$ cat config.mk
export PLATFORM = sky130hd
export DESIGN_NAME = sync_fifo_flex
export DESIGN_NICKNAME = d
export VERILOG_FILES = /design/src/rtl/sync_fifo_flex.sv
export SDC_FILE = /design/constraint.sdc
export NUM_CORES = 1
export LEC_CHECK = 0
export CELL_PAD_IN_SITES_DETAIL_PLACEMENT = 1
export CELL_PAD_IN_SITES_GLOBAL_PLACEMENT = 2
export CORE_MARGIN = 2
export CORE_UTILIZATION = 48
export CTS_CLUSTER_SIZE = 12
export DETAILED_ROUTE_END_ITERATION = 6
export GPL_TIMING_DRIVEN = 0
export PLACE_DENSITY_LB_ADDON = 0.1
export RECOVER_POWER = 50
export SETUP_SLACK_MARGIN = 0.05
export SLEW_MARGIN = 30
export SYNTH_ARGS = -nofsm -noshare
export SYNTH_HDL_FRONTEND = slang
export SYNTH_SLANG_ARGS = --single-unit
$ cat constraint.sdc
create_clock -name clk -period 13.8 [get_ports clk]
set_clock_uncertainty 0.05 [all_clocks]
set_input_delay 2.76 -clock clk [delete_from_list [all_inputs] [get_ports clk]]
set_output_delay 2.76 -clock clk [all_outputs]
set_load 0.02 [all_outputs]
$ cat src/rtl/sync_fifo_flex.sv
// Parametrised synchronous circular-buffer FIFO with occupancy count,
// almost-full/almost-empty thresholds, sticky error flags and FWFT option.
module sync_fifo_flex #(
    parameter int DEPTH      = 16,
    parameter int DATA_WIDTH = 32,
    parameter int FWFT       = 0,
    parameter int AF_THR     = DEPTH - 1,
    parameter int AE_THR     = 1,
    localparam int CW        = $clog2(DEPTH + 1)
) (
    input  logic                  clk,
    input  logic                  reset_n,
    input  logic                  fifo_clear,
    input  logic                  wr_en,
    input  logic [DATA_WIDTH-1:0] wr_data,
    output logic                  fifo_full,
    output logic                  fifo_almost_full,
    input  logic                  rd_en,
    output logic [DATA_WIDTH-1:0] rd_data,
    output logic                  rd_data_valid,
    output logic                  fifo_empty,
    output logic                  fifo_almost_empty,
    output logic [CW-1:0]         fifo_count,
    output logic                  overflow,
    output logic                  underflow
);

    localparam int PW = $clog2(DEPTH);
    localparam logic [CW-1:0] FULL_CNT = CW'(DEPTH);
    localparam logic [CW-1:0] AF_CNT   = CW'(AF_THR);
    localparam logic [CW-1:0] AE_CNT   = CW'(AE_THR);
    localparam logic [PW-1:0] LAST_PTR = PW'(DEPTH - 1);

    logic [DATA_WIDTH-1:0] mem [DEPTH];
    logic [PW-1:0]         wr_ptr;
    logic [PW-1:0]         rd_ptr;
    logic [CW-1:0]         count;
    logic                  pop_ok;
    logic                  push_ok;

    // Explicit wrap so non power-of-two depths never index past the end
    function automatic logic [PW-1:0] ptr_next(input logic [PW-1:0] p);
        return (p == LAST_PTR) ? '0 : p + PW'(1);
    endfunction

    assign fifo_count        = count;
    assign fifo_full         = (count == FULL_CNT);
    assign fifo_empty        = (count == '0);
    assign fifo_almost_full  = (count >= AF_CNT);
    assign fifo_almost_empty = (count <= AE_CNT);

    assign pop_ok  = rd_en & ~fifo_empty;
    assign push_ok = wr_en & (~fifo_full | pop_ok);

    always_ff @(posedge clk) begin
        if (!reset_n) begin
            wr_ptr    <= '0;
            rd_ptr    <= '0;
            count     <= '0;
            overflow  <= 1'b0;
            underflow <= 1'b0;
            for (int i = 0; i < DEPTH; i++) begin
                mem[i] <= '0;
            end
        end else if (fifo_clear) begin
            wr_ptr    <= '0;
            rd_ptr    <= '0;
            count     <= '0;
            overflow  <= 1'b0;
            underflow <= 1'b0;
        end else begin
            if (push_ok) begin
                mem[wr_ptr] <= wr_data;
                wr_ptr      <= ptr_next(wr_ptr);
            end
            if (pop_ok) begin
                rd_ptr <= ptr_next(rd_ptr);
            end
            if (push_ok && !pop_ok) begin
                count <= count + CW'(1);
            end else if (pop_ok && !push_ok) begin
                count <= count - CW'(1);
            end
            if (wr_en && !push_ok) begin
                overflow <= 1'b1;
            end
            if (rd_en && fifo_empty) begin
                underflow <= 1'b1;
            end
        end
    end

    if (FWFT == 0) begin : g_reg
        logic [DATA_WIDTH-1:0] rd_data_q;
        logic                  rd_data_valid_q;

        // Clear leaves the output word alone; only its valid drops
        always_ff @(posedge clk) begin
            if (!reset_n) begin
                rd_data_q       <= '0;
                rd_data_valid_q <= 1'b0;
            end else if (fifo_clear) begin
                rd_data_valid_q <= 1'b0;
            end else begin
                rd_data_valid_q <= pop_ok;
                if (pop_ok) begin
                    rd_data_q <= mem[rd_ptr];
                end
            end
        end

        assign rd_data       = rd_data_q;
        assign rd_data_valid = rd_data_valid_q;
    end else begin : g_fwft
        assign rd_data       = mem[rd_ptr];
        assign rd_data_valid = ~fifo_empty;
    end

endmodule

==> flow_summary.toml, run 1 <==
[run_status]
run_status = "finished with violations"
violations = "max-capacitance violations, max-slew violations"

[floorplan]
io_pins = 81
start_util = 0.4844
coreArea_um2 = 52450
die_area_um2 = 54780
die_w_um = 234.1
fp-row-count = 84
die_h_um = 234.1

[timing]
min_period_over_period = 0.4860
finalCriticalPeriod_ns = 6.706
rsz0062_at_grt = "no"
maxSlewHeadroom = -1.079
setup_violations = 0
timing.fmax_mhz = 149.1
finalSetupTns_ns = 0
hold_violations = 0
drv_slew = 127
worstMarginPinSlew_ns = 3.086

[setup_path]
crit_chain = "dlygate4sd3_1, nand2b_1, clkbuf_1, or3_1, clkbuf_1, o21ai_0, clkbuf_1, buf_16"
cp-start-kind = "input pin"
cpPeakStageDelay_ns = 1.60
crit_slowest_cell = "o21ai_0"
cp_top_family = "buffers and inverters"
cp.arrival_ns = 6.99
r2r-start = "fifo_count[0]$_SDFFE_PP0P_"
cp-startpoint = "reset_n"
path_buf_inv = 5
cp.required_ns = 14.08
setup.worst_path.class = "in -> reg"
crit_path_end_kind = "flip-flop"
crit_fanout = 13
crit_top_cell = "clkbuf_1"

[drt]
drc = 0
wl_per_cell_um = 28.13
vias = 15810
routed_wl_um = 76500
viasPerCell = 5.816
drt_first_pass_iters = 5
drtAntennaViolNets = 0
drtIter0Drc = 1208

[placed_design]
post-place-cells = 2607
io_buffers = 80
place.gp.congestion = 0.7929
detailed_place_hpwl_um = 53810

[power]
p_leak_nw = 10.06
vdd_drop_max_v = 0.0001044
powerDensity_nw_per_um2 = 129.5

[cts]
numCtsBuffers = 59
worst_skew_pair.late_latency_ns = 0.63
cts_tree = "done"
clockRootBuffer = "clkbuf_16"
holdBufCountCts = 0
cts.sinks = 560
post-cts-setup-buffers = 0
path_clk_slew_ns = 0.06
clock_path_buffers = 3
cts_resized = 0
htree_levels = 2

[global_route]
grt_pass1_wl_um = 111500
grt_pass1_vias = 16860
overflow = 0
antenna_found_initial = 4
grt_usage = 0.2846
grt_max_degree = 18

[synthesis]
synth.distinct_cells = 51
yosysSeqAreaShare = 0.6430
yosys_warnings = 0
synth_fp_nets = 1857
netlist_area_um2 = 25410
syn_avg_cell_area_um2 = 14.04
syn_inst = 1809
synth-seq-cells = 560

[cells_and_area]
area_growth_pct = 14.86
multi_input_area_um2 = 8065
seqCellArea_um2 = 16340
nets = 2029
final_cells = 2719
drive_gt1_frac = 0.1163
nFillCells = 5078

[worst_hold_path]
worstHoldStart = "underflow$_SDFFE_PP0P_"
min_path_type = "reg -> reg"

[flow_run]
max-cap-violations = 13
## synthesized netlist by cell type (all sizes together)
master | n | area share
a211oi | 2 | 0.00059
a21oi | 11 | 0.0022
a221oi | 32 | 0.011
a311o | 1 | 0.00039
a31oi | 34 | 0.0084
a41oi | 1 | 0.00034
and2 | 513 | 0.13
and2b | 1 | 0.00034
and3 | 1 | 0.00025
buf | 63 | 0.019
clkbuf | 93 | 0.015
dfxtp | 48 | 0.038
edfxtp | 512 | 0.61
ha | 11 | 0.0054
inv | 10 | 0.0015
mux2i | 195 | 0.077
mux4 | 32 | 0.028
nand2 | 9 | 0.0013
nand2b | 2 | 0.00049
nand3 | 5 | 0.00098
nand3b | 4 | 0.0012
nand4 | 2 | 0.00049
nand4bb | 1 | 0.0011
nor2 | 59 | 0.011
nor2b | 1 | 0.00025
nor3 | 1 | 0.00039
nor4 | 1 | 0.00025
o211ai | 4 | 0.0033
o21a | 1 | 0.00030
o21ai | 82 | 0.016
o21bai | 1 | 0.00030
o22ai | 64 | 0.016
o41ai | 1 | 0.00034
or3 | 3 | 0.00079
or3b | 1 | 0.00034
or4 | 1 | 0.00034
or4b | 1 | 0.00054
xnor2 | 2 | 0.00069
xor2 | 3 | 0.0010
## state kept, by name, indices dropped and copies added, names as in the netlist
| name | count |
|---|---|
| wr_ptr | 4 |
| rd_data | 32 |
| overflow | 1 |
| rd_ptr | 4 |
| fifo_count | 5 |
| rd_data_valid | 1 |
| mem | 512 |
| underflow | 1 |
## final cells by class
cell class,count,share of cell area
diodes,2,0.0001715
well taps,688,0.02950
clock buffers,88,0.05570
multi-input cells,1083,0.2764
clock inverters,21,0.006046
flip-flops and latches,560,0.5598
inverters,10,0.001286
repair buffers,111,0.04764
plain buffers,156,0.02350
## cell families after synthesis
logic type	Yosys count	synth area share
AO/OA/AOI/OAI	234	0.05910
AND/OR/NAND/NOR	606	0.1509
multiplexers	227	0.1052
flip-flops	560	0.6430
adder cells (fa/ha/maj)	11	0.005417
XOR/XNOR	5	0.001724
buffers and inverters	166	0.03472
## cells in the final DEF (no fill, tap or decap), types with 5 or more instances in the layout
cell,n
inv_1,9
buf_16,19
nand3_1,5
and2_1,335
clkinv_2,8
buf_6,5
dlygate4sd3_1,42
o22ai_1,64
clkinv_1,8
dfxtp_1,48
clkbuf_8,5
clkbuf_16,59
a221oi_1,32
mux2i_1,195
clkbuf_1,152
clkdlybuf4s50_1,38
mux4_2,32
buf_4,8
nand2_1,9
edfxtp_1,512
and2_2,64
nor2_1,59
ha_1,11
a21oi_1,11
o21ai_0,78
buf_2,18
and2_0,113
a31oi_1,34
## power breakdown
group          internal (mW)  switching [mW]
registers               1.92          0.0280
clock network          0.864           0.656
logic                  0.115           0.199
total                   2.90           0.883
## stage by stage
| step | instance area, um^2 | utilization | hold WS, ns | setup WS, ns | power, mW |
|---|---|---|---|---|---|
| CTS | 29860 | 0.5694 | 0.4309 | 8.325 | 3.826 |
| floorplan | 25410 | - | 0.4943 | 7.454 | 2.146 |
| global placement | 27070 | 0.5161 | 0.4028 | 4.166 | 2.288 |
| global route | 29180 | 0.5563 | 0.4585 | 6.897 | 3.883 |
| finish | 29180 | 0.5564 | 0.4194 | 7.094 | 3.780 |
| detailed placement | 28060 | 0.5351 | 0.4109 | 7.823 | 2.321 |
## tightest hold or removal path, cell delays in order, from the launching register on
cell     delay (ns)
dfxtp_1        0.32
a21oi_1        0.04
nor2_1         0.07
## per-layer routing
layer  wire length (um)  share of wire  global-route usage
met2              37760           0.49              0.4876
met5                 13        0.00017                   0
met1              31920           0.42              0.3768
met3               4704          0.061             0.04159
met4               2097          0.027             0.08307
## path summary, 6_finish.rpt
kind                          endpoint  slack, ns  depth (start not counted)
max           mem[0][15]$_SDFFCE_PN0P_       7.09                          8
min             underflow$_SDFFE_PP0P_       0.42                          2
max reg2reg  mem[12][15]$_SDFFCE_PN0P_       9.40                          7
min reg2reg     underflow$_SDFFE_PP0P_       0.42                          2
(Power assumes the default switching activity.)
==> run 2, diff against run 1 <==
--- a/config.mk
+++ b/config.mk
@@ -8,7 +8,7 @@
 export CELL_PAD_IN_SITES_DETAIL_PLACEMENT = 1
 export CELL_PAD_IN_SITES_GLOBAL_PLACEMENT = 2
 export CORE_MARGIN = 2
-export CORE_UTILIZATION = 48
+export CORE_UTILIZATION = 45
 export CTS_CLUSTER_SIZE = 12
 export DETAILED_ROUTE_END_ITERATION = 6
 export GPL_TIMING_DRIVEN = 0
==> constraint.sdc (replaced) <==
create_clock -name clk -period 6.3 [get_ports clk]
set_clock_uncertainty 0.05 [all_clocks]
set_input_delay 1.26 -clock clk [delete_from_list [all_inputs] [get_ports clk]]
set_output_delay 1.26 -clock clk [all_outputs]
set_load 0.02 [all_outputs]
==> flow_summary.toml, run 2 (synthesized netlist as in run 1, its figures left out) <==
[power]
sw_frac_of_total = 0.2370
p_clk_frac = 0.406
p_leak_nw = 10.12
vdd_drop_max_v = 0.0002283
powerDensity_nw_per_um2 = 284.9
power_frac_comb = 0.084
p_sw_mw = 1.982
sequentialPowerShare = 0.509
power.internal_mw = 6.382

[timing]
timing.fmax_mhz = 212.1
timing.hold.ws_ns = 0.4252
drv_slew = 62
finalWorstSetupSlack_ns = 1.586
worstMarginPinSlew_ns = 2.440
maxSlewHeadroom = -0.6441
setup_violations = 0
hold_violations = 0
min_period_over_period = 0.7482
finalCriticalPeriod_ns = 4.714
rsz0062_at_grt = "no"

[global_route]
grt_max_degree = 17
grt_pass1_wl_um = 114200
overflow = 0
grt_usage = 0.2690
grt_pass1_vias = 16950
antenna_found_initial = 3

[setup_path]
r2r_cells = 6
setup.worst_path.class = "in -> reg"
worst_r2r_endpoint = "mem[6][17]$_SDFFCE_PN0P_"
cp.arrival_ns = 4.99
r2r_slack_ns = 2.43
crit_path_end_kind = "flip-flop"
r2r-start = "fifo_count[0]$_SDFFE_PP0P_"
cp-start-kind = "input pin"
crit_fanout = 14
cp.required_ns = 6.58

[drt]
drc = 0
drtAntennaViolNets = 0
viasPerCell = 5.658
drt_first_pass_iters = 5
routed_wl_um = 78030
vias = 15790
wl_per_cell_um = 27.96
drtIter0Drc = 1252

[floorplan]
start_util = 0.4532
die_area_um2 = 58370
io_pins = 81
die_h_um = 241.6
coreArea_um2 = 56060
die_w_um = 241.6
fp-row-count = 87

[cells_and_area]
largest_register_ffs = 512
drive_gt1_frac = 0.1209
area_growth_pct = 15.57
top_register = "mem"
final_common_cell = "edfxtp_1"
fin_area_um2 = 29360
diodes = 0
layout_common_cells = "edfxtp_1, and2_1, mux2i_1"
nets = 2031

[cts]
holdBufCountCts = 0
worst_skew_pair.late_latency_ns = 0.63
path_clk_slew_ns = 0.06
cts_tree = "done"
htree_levels = 2
clock_path_buffers = 3
numCtsBuffers = 60
cts.sinks = 560
cts_resized = 0
post-cts-setup-buffers = 0
clockRootBuffer = "clkbuf_16"

[worst_hold_path]
min_path_type = "reg -> reg"
worstHoldStart = "underflow$_SDFFE_PP0P_"
whs_endpoint = "underflow$_SDFFE_PP0P_"
hold_path_depth = 2

[flow_run]
max-cap-violations = 9

[placed_design]
placed_cell_area_um2 = 28140
pre_cts_slack_ns = 1.705
detailed_place_hpwl_um = 54180
place.gp.congestion = 0.7910
io_buffers = 80

[run_status]
violations = "max-capacitance violations, max-slew violations"
run_status = "finished with violations"
-- run 2: metrics by stage --
stage / total power [mW] / std cells / TNS [ns] / utilization
after global placement: 5.023 / 2645 / -862.02 / 0.4843
after CTS: 8.462 / 2791 / 0 / 0.5353
final: 8.364 / 2791 / 0 / 0.5237
after floorplan: 4.701 / 1809 / 0 / -
after detailed placement: 5.089 / 2677 / 0 / 0.5020
after global routing: 8.598 / 2791 / 0 / 0.5237
-- run 2: layer usage --
layer | routed length [um] | vias to the layer above | global-route usage | part of all wire
li1 | - | 6978 | - | -
met2 | 38040 | 472 | 0.4550 | 0.49
met5 | 0 | - | 0 | 0
met4 | 3209 | 0 | 0.1010 | 0.041
met1 | 32800 | 8174 | 0.3523 | 0.42
met3 | 3983 | 168 | 0.03873 | 0.051
-- run 2: worst max-delay path by stage --
stage	startpoint	endpoint	slack (ns)	cells after the start
2_1_floorplan	fifo_clear	mem[2][0]$_SDFFCE_PN0P_	1.45	5
4_1_cts	fifo_count[0]$_SDFFE_PP0P_	fifo_empty	2.31	5
5_1_grt	reset_n	mem[3][19]$_SDFFCE_PN0P_	1.39	7
3_3_place_gp	reset_n	mem[1][18]$_SDFFCE_PN0P_	-2.31	6
3_5_place_dp	reset_n	mem[14][13]$_SDFFCE_PN0P_	1.71	6
6_report	reset_n	mem[3][20]$_SDFFCE_PN0P_	1.59	7
-- run 2: layout make-up --
class	instances	area, um^2
inverters	10	37.54
clock inverters	29	191.4
repair buffers	112	1323
multi-input cells	1083	8115
flip-flops and latches	560	16340
plain buffers	156	734.5
clock buffers	85	1678
fillers	5530	26700
well taps	756	945.9
-- run 2: power groups by stage --
stage          clock network, mW  registers, mW  logic [mW]
2_1_floorplan                  0           4.37       0.333
3_3_place_gp                   0           4.36       0.665
3_5_place_dp                   0           4.34       0.753
4_1_cts                     3.45           4.26       0.755
5_1_grt                     3.57           4.28       0.753
6_report                    3.40           4.26       0.706
-- run 2: worst max-delay path, cell delays in order --
cell and delay (ns):
dlygate4sd3_1 0.73, nand2b_1 0.09, clkbuf_1 0.22, or3_1 0.36, clkbuf_1 0.24, o21ai_0 1.85, buf_16 0.23
